<file path="src/rtl/skinny_sbox_layer_masked_pipe.sv">
// Two-share Boolean-masked Skinny-64 S-box layer built from four NOR-XOR stages.
// PIPELINE=1 registers every stage; PIPELINE=0 reuses one stage over four cycles.
module skinny_sbox_layer_masked_pipe #(
  parameter int NUM_SBOX = 16,
  parameter int PIPELINE = 1
) (
  input  logic                  clk,
  input  logic                  rst,
  input  logic                  in_valid,
  output logic                  in_ready,
  input  logic [4*NUM_SBOX-1:0] in0,
  input  logic [4*NUM_SBOX-1:0] in1,
  input  logic [4*NUM_SBOX-1:0] r,
  output logic                  out_valid,
  output logic [4*NUM_SBOX-1:0] out0,
  output logic [4*NUM_SBOX-1:0] out1
);

  localparam int W = 4 * NUM_SBOX;

  typedef struct packed {
    logic [W-1:0] x0;
    logic [W-1:0] x1;
  } shares_t;

  // Stage register content: untouched state shares plus the masked NOR term.
  typedef struct packed {
    shares_t             x;
    logic [NUM_SBOX-1:0] z0;
    logic [NUM_SBOX-1:0] z1;
  } stage_t;

  // Inversion of x3/x2 lives on share 0 only; cross terms are refreshed by rnd.
  function automatic stage_t masked_stage(input shares_t s, input logic [NUM_SBOX-1:0] rnd);
    stage_t st;
    logic   a0, b0, a1, b1;
    st.x  = s;
    st.z0 = '0;
    st.z1 = '0;
    for (int i = 0; i < NUM_SBOX; i++) begin
      a0 = ~s.x0[4*i+3];
      b0 = ~s.x0[4*i+2];
      a1 = s.x1[4*i+3];
      b1 = s.x1[4*i+2];
      st.z0[i] = (a0 & b0) ^ ((a0 & b1) ^ rnd[i]);
      st.z1[i] = (a1 & b1) ^ ((a1 & b0) ^ rnd[i]);
    end
    return st;
  endfunction

  function automatic shares_t finish_stage(input stage_t st, input logic rotate);
    shares_t    o;
    logic [3:0] n0, n1;
    o = st.x;
    for (int i = 0; i < NUM_SBOX; i++) begin
      n0 = st.x.x0[4*i +: 4];
      n1 = st.x.x1[4*i +: 4];
      n0[0] = n0[0] ^ st.z0[i];
      n1[0] = n1[0] ^ st.z1[i];
      if (rotate) begin
        n0 = {n0[2:0], n0[3]};
        n1 = {n1[2:0], n1[3]};
      end
      o.x0[4*i +: 4] = n0;
      o.x1[4*i +: 4] = n1;
    end
    return o;
  endfunction

  shares_t in_sh;
  shares_t out_sh;

  assign in_sh = {in0, in1};
  assign out0  = out_sh.x0;
  assign out1  = out_sh.x1;

  if (PIPELINE != 0) begin : g_pipe
    stage_t              stg_q [4];
    stage_t              stg_d [4];
    logic [3:0]          vld_q, vld_d;
    logic [NUM_SBOX-1:0] rnd [4];

    always_comb begin
      for (int k = 0; k < 4; k++) begin
        rnd[k] = '0;
        for (int i = 0; i < NUM_SBOX; i++) rnd[k][i] = r[4*i+k];
      end
    end

    // NOTE: every always_comb output gets a default first so no latch is inferred.
    always_comb begin
      vld_d = {vld_q[2:0], in_valid};
      stg_d = stg_q;
      if (in_valid) stg_d[0] = masked_stage(in_sh, rnd[0]);
      for (int k = 1; k < 4; k++) begin
        if (vld_q[k-1]) stg_d[k] = masked_stage(finish_stage(stg_q[k-1], 1'b1), rnd[k]);
      end
    end

    // NOTE: sequential state uses non-blocking assignments only.
    // NOTE: stage registers are reset because the outputs must read zero after reset.
    always_ff @(posedge clk) begin
      if (rst) begin
        vld_q <= '0;
        for (int k = 0; k < 4; k++) stg_q[k] <= '0;
      end else begin
        vld_q <= vld_d;
        stg_q <= stg_d;
      end
    end

    assign in_ready  = ~rst;
    assign out_valid = vld_q[3];
    assign out_sh    = finish_stage(stg_q[3], 1'b0);
  end else begin : g_iter
    typedef enum logic {IDLE, BUSY} state_e;

    state_e     state_q, state_d;
    logic [1:0] cnt_q, cnt_d;
    logic       out_valid_q, out_valid_d;
    stage_t     stg_q, stg_d;
    logic       unused_r_hi;

    assign unused_r_hi = ^r[W-1:NUM_SBOX];

    always_ff @(posedge clk) begin
      if (rst) begin
        state_q     <= IDLE;
        cnt_q       <= '0;
        out_valid_q <= 1'b0;
        stg_q       <= '0;
      end else begin
        state_q     <= state_d;
        cnt_q       <= cnt_d;
        out_valid_q <= out_valid_d;
        stg_q       <= stg_d;
      end
    end

    always_comb begin
      state_d     = state_q;
      cnt_d       = cnt_q;
      out_valid_d = 1'b0;
      stg_d       = stg_q;
      case (state_q)
        IDLE: begin
          if (in_valid) begin
            stg_d   = masked_stage(in_sh, r[NUM_SBOX-1:0]);
            cnt_d   = 2'd1;
            state_d = BUSY;
          end
        end
        BUSY: begin
          stg_d = masked_stage(finish_stage(stg_q, 1'b1), r[NUM_SBOX-1:0]);
          cnt_d = cnt_q + 2'd1;
          // cnt_q == 3 means stage 4 is written on this edge; cnt wraps to 0.
          if (cnt_q == 2'd3) begin
            state_d     = IDLE;
            out_valid_d = 1'b1;
          end
        end
        default: state_d = IDLE;
      endcase
    end

    always_comb begin
      in_ready  = (state_q == IDLE);
      out_valid = out_valid_q;
      out_sh    = finish_stage(stg_q, 1'b0);
    end
  end

endmodule
</file>
<file path="config.mk">
export PLATFORM = sky130hd
export DESIGN_NAME = skinny_sbox_layer_masked_pipe
export DESIGN_NICKNAME = d
export VERILOG_FILES = /design/src/rtl/skinny_sbox_layer_masked_pipe.sv
export SDC_FILE = /design/constraint.sdc
export NUM_CORES = 1
export LEC_CHECK = 0
export ABC_AREA = 0
export CAP_MARGIN = 20
export CORE_ASPECT_RATIO = 0.5
export CORE_MARGIN = 4
export CORE_UTILIZATION = 55
export CTS_BUF_LIST = sky130_fd_sc_hd__clkbuf_4
export DETAILED_ROUTE_END_ITERATION = 12
export MAX_ROUTING_LAYER = met4
export PLACE_DENSITY = 0.79
export SETUP_SLACK_MARGIN = 0.15
export SLEW_MARGIN = 10
export SYNTH_ARGS = -nofsm -noshare
export SYNTH_HDL_FRONTEND = slang
export SYNTH_SLANG_ARGS = --single-unit
</file>
<file path="constraint.sdc">
create_clock -name clk -period 1.48 [get_ports clk]
set_input_delay 0.296 -clock clk [delete_from_list [all_inputs] [get_ports clk]]
set_output_delay 0.296 -clock clk [all_outputs]
set_load 0.05 [all_outputs]
</file>
==> impl_metrics.toml, run 1 <==
[run_status]
status = "complete, but fails checks"
violations = "setup timing"

[logic_synthesis]
synth.top_cells.by_area = "dfxtp_1 47%, mux2i_1 15%, nor2_1 8.8%"
syn_area_sq_um = 27200
yosysSeqAreaShare = 0.473
async_flop_share = 0
ys_types = 16
synth_edf_count = 0
synth_ff_type = "dfxtp_1"
synth_nets = 2901
ys_ff_latch = 644
yosysWarnings = 0
synth_top_area_share = 0.473
avgSynthCellArea_sq_um = 10.1
yosys.area.top_type = "dfxtp_1"
synthCells = 2706

[worst_setup_path]
timing.rr.start = "g_pipe.stg_q[229]$_SDFFE_PP0P_"
startpoint_type = "register"
critPathTopFamily = "flip-flops"
r2r_slack_ps = 140
crit_chain = "xor2_2, buf_12"
cp_num_buf_inv = 1
r2r_cells = 3
crit_path_end_kind = "output port"
cp_max_fo = 2
timing.rr.end = "g_pipe.stg_q[9]$_SDFFE_PP0P_"
cp_data_required_time_ps = 1180
slowest_delay_ps = 360
crit_path_top_delay_cell = "dfxtp_2"
cp.arrival_ps = 1650
crit_type = "reg2out"

[floorplan]
boundaryPins = 325
start_util = 0.559
die_area_sq_um = 53400
die_h_um = 165
fp.dieW_um = 323
rows = 57
core_area_sq_um = 48700

[timing]
setup_viol = 129
fin_ws_ps = -469
finalClockSkew_ps = 78.7
fmaxAchievable_mhz = 513
max_slew_margin = 0.562
fin_crit_ps = 1950
rsz0062_at_grt = "yes"
fin_crit_sh = 1.32
worst_slew_pin_slew_ps = 653
slew_violations = 0
finalSetupTns_ps = -31570
hold_violations = 0

[cells_and_area]
area_delta_synth_final_pct = 31.7
drive_above_1_share = 0.283
post-route-cell-area_sq_um = 35900
multi_input_area_sq_um = 12800
seq_area_sq_um = 13200
nFillCells = 3136
nets = 3344
fin_cells = 3894

[clocking]
htreeDepth = 4
clock_sinks = 644
path_clk_slew_ps = 80
cts_buffers = 147
cts_tree = "yes"
cts_root_buffer = "clkbuf_4"
clk_path_buf_depth = 3
worstSkewPairLatency_ps = 920

[global_routing]
grt_first_pass_wirelength_um = 118000
grt_max_degree = 73
grt_use_total = 0.301
grt_pass1_vias = 20351
grt_antenna_before_repair = 5
globalRouteOverflowTotal = 0

[worst_hold_path]
whs_path_depth = 3
min_path_type = "in2reg"
hold_end = "g_pipe.stg_q[552]$_SDFFE_PP0P_"
hp-start = "in1[40]"

[pwr]
p_leak_uw = 0.0137
p_sw_uw = 10500
p_per_area_nw_per_um2 = 1070
internal_power_uw = 28000
ir_drop_uv = 673
power_frac_seq = 0.483
power_switching_share = 0.272
p_comb_frac = 0.132
clockPowerShare = 0.385

[routing]
drcViolationCount = 0
wl_um = 82200
wl_per_cell_um = 21.1
final_antenna_net_count = 0
drtPass1Iterations = 5
vias = 21698
avgViaCountPerCell = 5.57
drt-initial-drc-count = 2318

[run]
max_cap_viol_count = 0

[placed_design]
globalplace.congestion = 0.952
dp_hpwl_um = 58900
placed_area_sq_um = 33000
io_buffers = 324
preCtsSetupSlack_ps = -187
place_inst = 3610
repair_timing:
item	4_1_cts	5_1_grt
endpoints found under the hold margin	241	46
endpoints found under the setup margin	131	171
hold buffers	15	1
pin swaps	31	13
resized for setup	191	36
buffers inserted	10	10
cloned	0	4
power groups by stage:
stage	Combinational [uW]	Clock, uW	Sequential (uW)
2_1_floorplan	2820	0	18800
3_3_place_gp	4700	0	18900
3_5_place_dp	4840	0	19000
4_1_cts	4910	14900	18600
5_1_grt	5380	15900	18600
6_report	5090	14800	18600
metal layers:
metal	part of all wire	global-route usage	up-vias
li1	-	-	10155
met1	0.44	0.413	10537
met2	0.42	0.414	864
met3	0.11	0.105	142
met4	0.027	0.0937	0
met5	0	-	-
cell usage in the layout, fill, tap and decap left out, types with 6 or more instances in the layout:
| master | synthesis | final |
|---|---|---|
| nor2_1 | 640 | 640 |
| dfxtp_1 | 644 | 479 |
| mux2i_1 | 416 | 416 |
| clkbuf_4 | 0 | 210 |
| clkdlybuf4s50_1 | 0 | 192 |
| buf_4 | 139 | 180 |
| buf_12 | 0 | 160 |
| or3_1 | 128 | 128 |
| o21ai_0 | 128 | 128 |
| a311oi_2 | 128 | 128 |
| dfxtp_2 | 0 | 124 |
| xnor2_1 | 96 | 96 |
| a211oi_1 | 96 | 95 |
| inv_1 | 65 | 64 |
| xor2_1 | 96 | 53 |
| dfxtp_4 | 0 | 41 |
| xor2_2 | 0 | 35 |
| clkinv_1 | 0 | 14 |
| dlygate4sd3_1 | 0 | 14 |
| xor2_4 | 0 | 8 |
| bufinv_16 | 0 | 7 |
| buf_16 | 0 | 7 |
| diode_2 | 0 | 6 |
| clkinvlp_4 | 0 | 6 |
synthesized netlist by cell type (32+ instances only):
cell type,instances
dfxtp_1,644
nor2_1,640
mux2i_1,416
buf_4,139
a311oi_2,128
o21ai_0,128
or3_1,128
a211oi_1,96
xnor2_1,96
xor2_1,96
buf_2,66
inv_1,65
clkbuf_1,32
state kept, by name, summed over array words and instances (netlist names):
name          cells
out0             48
g_pipe.vld_q      4
out1             48
g_pipe.stg_q    544
final cells by class:
class                   count  area share
inverters                  65     0.00690
clock inverters            29     0.00889
well taps                 649      0.0226
flip-flops and latches    644       0.368
repair buffers            559       0.193
diodes                      6    0.000418
clock buffers             210      0.0439
multi-input cells        1732       0.356
per-stage QoR:
step	hold WS (ps)	power (uW)	util
4_1_cts	1.68	38400	0.729
3_3_place_gp	472	23600	0.678
3_5_place_dp	482	23800	0.678
5_1_grt	7.39	40000	0.737
6_report	51.4	38500	0.737
2_1_floorplan	443	21600	-
worst register-to-register path: cells and delay by family, from the launching register on:
kind | cells | cell delay, ps
XOR/XNOR | 1 | 270
flip-flops | 1 | 480
AO/OA/AOI/OAI | 2 | 490
how the worst max path moves through the flow:
stage / slack [ps] / startpoint / cells after the start / to
after floorplan: 180 / rst / 4 / in_ready
after global placement: -130 / in0[14] / 4 / g_pipe.stg_q[499]$_SDFFE_PP0P_
after detailed placement: -190 / in0[14] / 4 / g_pipe.stg_q[483]$_SDFFE_PP0P_
after CTS: -520 / g_pipe.stg_q[152]$_SDFFE_PP0P_ / 2 / out0[56]
after global routing: -550 / g_pipe.stg_q[10]$_SDFFE_PP0P_ / 2 / out1[40]
final: -470 / g_pipe.stg_q[10]$_SDFFE_PP0P_ / 2 / out1[40]
kinds of logic (layout without fill, tap and decap cells):
kind of cell	after synthesis	in the layout	share of synthesized area
xor+xnor	192	192	0.0617
buf+inv	330	863	0.0732
flops	644	644	0.473
simple gates	772	772	0.118
other cells	0	6	0
mux	416	416	0.153
compound gates	352	352	0.121
Note: power is estimated with default switching activity, not from simulation.
==> inputs of run 2 (changes only) <==
- RECOVER_POWER: unset -> 25
==> impl_metrics.toml, run 2 (synthesis gave the netlist of run 1 again) <==
[run_status]
status = "complete, but fails checks"
violations = "DRC, setup timing"

[cells_and_area]
nets = 3344
area_delta_synth_final_pct = 31.4
multi_input_area_sq_um = 12800
final_common_cell = "nor2_1"
post-route-cell-area_sq_um = 35800
regMostFlops = "g_pipe.stg_q"
largest_reg_flops = 544
drive_above_1_share = 0.282
nFillCells = 3149
seq_area_sq_um = 13200
final_cell_mix = "640 x nor2_1, 479 x dfxtp_1, 416 x mux2i_1"

[worst_setup_path]
r2r_slack_ps = -30
r2r_cells = 3
timing.rr.start = "g_pipe.vld_q[2]$_SDFF_PP0_"
crit_path_top_delay_cell = "dfxtp_2"
crit_type = "reg2out"
crit_chain = "xor2_2, buf_12"
timing.rr.end = "out0[17]$_SDFFE_PP0P_"
cp.arrival_ps = 1660
critical_path.endpoint = "out1[40]"
cp_max_fo = 2
startpoint_type = "register"
cp_data_required_time_ps = 1180
cp-startpoint = "g_pipe.stg_q[10]$_SDFFE_PP0P_"
slowest_delay_ps = 360
crit_path_end_kind = "output port"

[floorplan]
boundaryPins = 325
core_area_sq_um = 48700
die_h_um = 165
rows = 57
start_util = 0.559
die_area_sq_um = 53400
fp.dieW_um = 323

[pwr]
p_per_area_nw_per_um2 = 1070
ir_drop_uv = 674
p_leak_uw = 0.0136

[routing]
drtPass1Iterations = 5
avgViaCountPerCell = 5.58
drcViolationCount = 1
m1WireLength_um = 35600
final_antenna_net_count = 0
wl_met2_um = 34800
top_layer = "met4"
wl_met3_um = 9680
wl_per_cell_um = 21.2
vias = 21758
wl_um = 82400
drt-initial-drc-count = 2166

[clocking]
clk_path_buf_depth = 3
cts_tree = "yes"
cts_root_buffer = "clkbuf_4"
htreeDepth = 4
worstSkewPairLatency_ps = 920
path_clk_slew_ps = 80
cts_buffers = 147
clock_sinks = 644

[timing]
slew_violations = 0
hold_violations = 0
fin_crit_sh = 1.32
rsz0062_at_grt = "yes"
worst_slew_pin_slew_ps = 886
fmaxAchievable_mhz = 512
fin_ws_ps = -472
fin_crit_ps = 1950
finalClockSkew_ps = 82.3
setup_viol = 704
max_slew_margin = 0.409

[run]
max_cap_viol_count = 0

[global_routing]
grt_antenna_before_repair = 5
grt_pass1_vias = 20351
grt_use_total = 0.301
grt_max_degree = 73
grt_first_pass_wirelength_um = 118000
globalRouteOverflowTotal = 0

[placed_design]
dp_hpwl_um = 58900
globalplace.congestion = 0.952
placed_area_sq_um = 33000
io_buffers = 324
preCtsSetupSlack_ps = -187

[worst_hold_path]
min_path_type = "in2reg"
run 2: changes by cell type in the layout (fill, tap and decap cells not counted), moves of 3 or more:
cell / previous run / this run
buf_12: 160 / 155
buf_4: 180 / 177
buf_6: 0 / 3
diode_2: 6 / 9
run 2: worst min-delay path by stage:
stage                                        start                              to  depth (start not counted)
global placement    g_pipe.stg_q[415]$_SDFFE_PP0P_  g_pipe.stg_q[415]$_SDFFE_PP0P_                          2
detailed placement  g_pipe.stg_q[631]$_SDFFE_PP0P_  g_pipe.stg_q[631]$_SDFFE_PP0P_                          2
floorplan                                   in1[3]  g_pipe.stg_q[515]$_SDFFE_PP0P_                          2
CTS                                        in0[24]  g_pipe.stg_q[600]$_SDFFE_PP0P_                          3
global route                               in1[32]  g_pipe.stg_q[544]$_SDFFE_PP0P_                          3
finish                                     in1[40]  g_pipe.stg_q[552]$_SDFFE_PP0P_                          3
run 2: critical path, delay by kind of cell (launching register included):
kind | cells | cell delay (ps)
flops | 1 | 360
xor+xnor | 1 | 210
buf+inv | 1 | 170
run 2: where the power goes:
part / switching, uW / total [uW] / internal [uW]
clock: 7130 / 14800 / 7700
combinational: 2690 / 5070 / 2380
sequential: 646 / 18600 / 17900
total: 10500 / 38500 / 28000
run 2: metal layers:
metal | global-route usage | vias to the layer above
met1 | 0.413 | 10550
met3 | 0.105 | 154
met5 | - | -
met2 | 0.414 | 902
met4 | 0.0937 | 0
li1 | - | 10152
run 2: area by class of cell:
class,count,area share
well taps,649,0.0227
clock inverters,29,0.00891
diodes,9,0.000629
repair buffers,559,0.192
clock buffers,210,0.0440
multi-input cells,1732,0.357
inverters,65,0.00692
flip-flops and latches,644,0.369
run 2: timing repair:
action                                 in CTS  in global routing
hold buffers                               15                  1
resized for setup                         191                 36
setup buffers                              10                 10
pin swaps                                  31                 13
cloned                                      0                  4
endpoints found under the hold margin     241                 46
setup endpoints to repair                 131                171
run 2: through the flow:
stage	total power, uW	util	instances	hold slack [ps]	TNS, ps
2_1_floorplan	21600	-	2706	443	0
3_3_place_gp	23600	0.678	3610	472	-2440
3_5_place_dp	23800	0.678	3610	482	-4180
4_1_cts	38400	0.729	3874	1.68	-39120
5_1_grt	39900	0.735	3892	7.60	-173980
6_report	38500	0.735	3897	39.4	-184800
==> inputs of run 3 (changes only) <==
- clock period: 1.48 -> 2.3 ns (I/O delays scaled with it)
==> impl_metrics.toml, run 3 (synthesis gave the netlist of run 1 again) <==
[run_status]
status = "complete, no violations"

[floorplan]
die_area_sq_um = 53400
core_area_sq_um = 48700
boundaryPins = 325
rows = 57
start_util = 0.559
die_h_um = 165
fp.dieW_um = 323

[worst_setup_path]
startpoint_type = "input pin"
cp.arrival_ps = 2940
cp_max_fo = 37
timing.rr.start = "g_pipe.vld_q[1]$_SDFF_PP0_"
crit_type = "in2reg"
r2r_cells = 3
cp_data_required_time_ps = 3030
crit_path_end_kind = "register"
cp-startpoint = "rst"

[cells_and_area]
finalCoreUtilization = 0.661
regMostFlops = "g_pipe.stg_q"
largest_reg_flops = 544
final_common_cell = "nor2_1"
nets = 3170
nFillCells = 3840
seq_area_sq_um = 12900
final_cell_mix = "640 x nor2_1, 612 x dfxtp_1, 416 x mux2i_1"
area_delta_synth_final_pct = 18.1
drive_above_1_share = 0.186
multi_input_area_sq_um = 12300

[placed_design]
io_buffers = 324
dp_hpwl_um = 54100
preCtsSetupSlack_ps = 436
globalplace.congestion = 0.899

[pwr]
ir_drop_uv = 424
p_leak_uw = 0.0121
p_per_area_nw_per_um2 = 742

[timing]
slew_violations = 0
fin_crit_sh = 0.964
worst_slew_pin_slew_ps = 1450
finalSetupTns_ps = 0
fin_crit_ps = 2220
finalClockSkew_ps = 47.6
fmaxAchievable_mhz = 451
fin_ws_ps = 83.8
max_slew_margin = 0.0304
hold_violations = 0
rsz0062_at_grt = "yes"
setup_viol = 0

[global_routing]
grt_max_degree = 90
globalRouteOverflowTotal = 0
grt_first_pass_wirelength_um = 109000
grt_pass1_vias = 18677
grt_antenna_before_repair = 11
use_met3 = 0.0811
met1_usage = 0.410
grt_use_total = 0.277
grt_busiest_layer = "met1"
use_met2 = 0.360

[clocking]
cts_buffers = 146
clock_sinks = 644
cts_tree = "yes"
worstSkewPairLatency_ps = 870
clk_path_buf_depth = 3
path_clk_slew_ps = 70
post_cts_buffers = 0
htreeDepth = 4
cts_root_buffer = "clkbuf_4"

[worst_hold_path]
whs_path_depth = 3
min_path_type = "in2reg"
hp-start = "in_valid"

[routing]
wl_per_cell_um = 19.7
avgViaCountPerCell = 5.47
drcViolationCount = 0
final_antenna_net_count = 0
vias = 20394
wl_um = 73500
drtPass1Iterations = 5
drt-initial-drc-count = 1954

[run]
max_cap_viol_count = 0
-- run 3: changes by cell type in the layout (fill, tap and decap cells not counted), moves of 13 or more --
cell | previous run | this run
buf_12 | 155 | 19
buf_4 | 177 | 57
clkdlybuf4s15_2 | 0 | 94
dfxtp_1 | 479 | 612
dfxtp_2 | 125 | 31
dfxtp_4 | 40 | 1
dlygate4sd3_1 | 14 | 1
xor2_1 | 53 | 88
xor2_2 | 35 | 8
-- run 3: cell type report --
| class | instances | area share |
|---|---|---|
| Clock buffer | 212 | 0.0495 |
| Clock inverter | 33 | 0.00793 |
| Antenna cell | 10 | 0.000778 |
| Inverter | 65 | 0.00758 |
| Tap cell | 649 | 0.0252 |
| Sequential cell | 644 | 0.402 |
| Multi-Input combinational cell | 1732 | 0.383 |
| Timing Repair Buffer | 386 | 0.124 |
-- run 3: where the power goes --
group	internal, uW	total, uW	switching (uW)
clock	4670	9180	4510
sequential	11600	12000	417
combinational	1180	2700	1510
total	17400	23900	6440
-- run 3: worst paths after layout --
kind                                          to  slack (ps)
setup / recovery  g_pipe.stg_q[413]$_SDFFE_PP0P_          80
hold reg to reg            out1[29]$_SDFFE_PP0P_         490
hold / removal    g_pipe.stg_q[609]$_SDFFE_PP0P_          80
setup reg to reg  g_pipe.stg_q[213]$_SDFFE_PP0P_         500
-- run 3: worst max-delay path: stages --
cell and delay, ps:
dlygate4sd3_1 560, buf_8 270, clkbuf_2 1120, clkbuf_2 420, a211oi_1 70
-- run 3: repair_timing --
item / in CTS / in global routing
endpoints found under the hold margin: 27 / 0
setup endpoints to repair: 117 / 21
hold buffers: 1 / 0
pin swaps: 4 / 10
gates resized for setup: 396 / 37
-- run 3: stage by stage --
stage / instances / cell area (sq um) / total power, uW / hold WS, ps
3_3_place_gp: 3475 / 30300 / 14800 / 471
2_1_floorplan: 2706 / 27200 / 13900 / 460
5_1_grt: 3728 / 32200 / 24900 / 26.0
6_report: 3731 / 32200 / 23900 / 78.7
3_5_place_dp: 3475 / 30300 / 14900 / 478
4_1_cts: 3721 / 32300 / 24000 / 2.12
-- run 3: per-layer routing --
metal	vias up	routed length, um
met2	706	29800
met4	0	1160
met3	85	7310
met5	-	0
met1	9767	35300
li1	9836	-
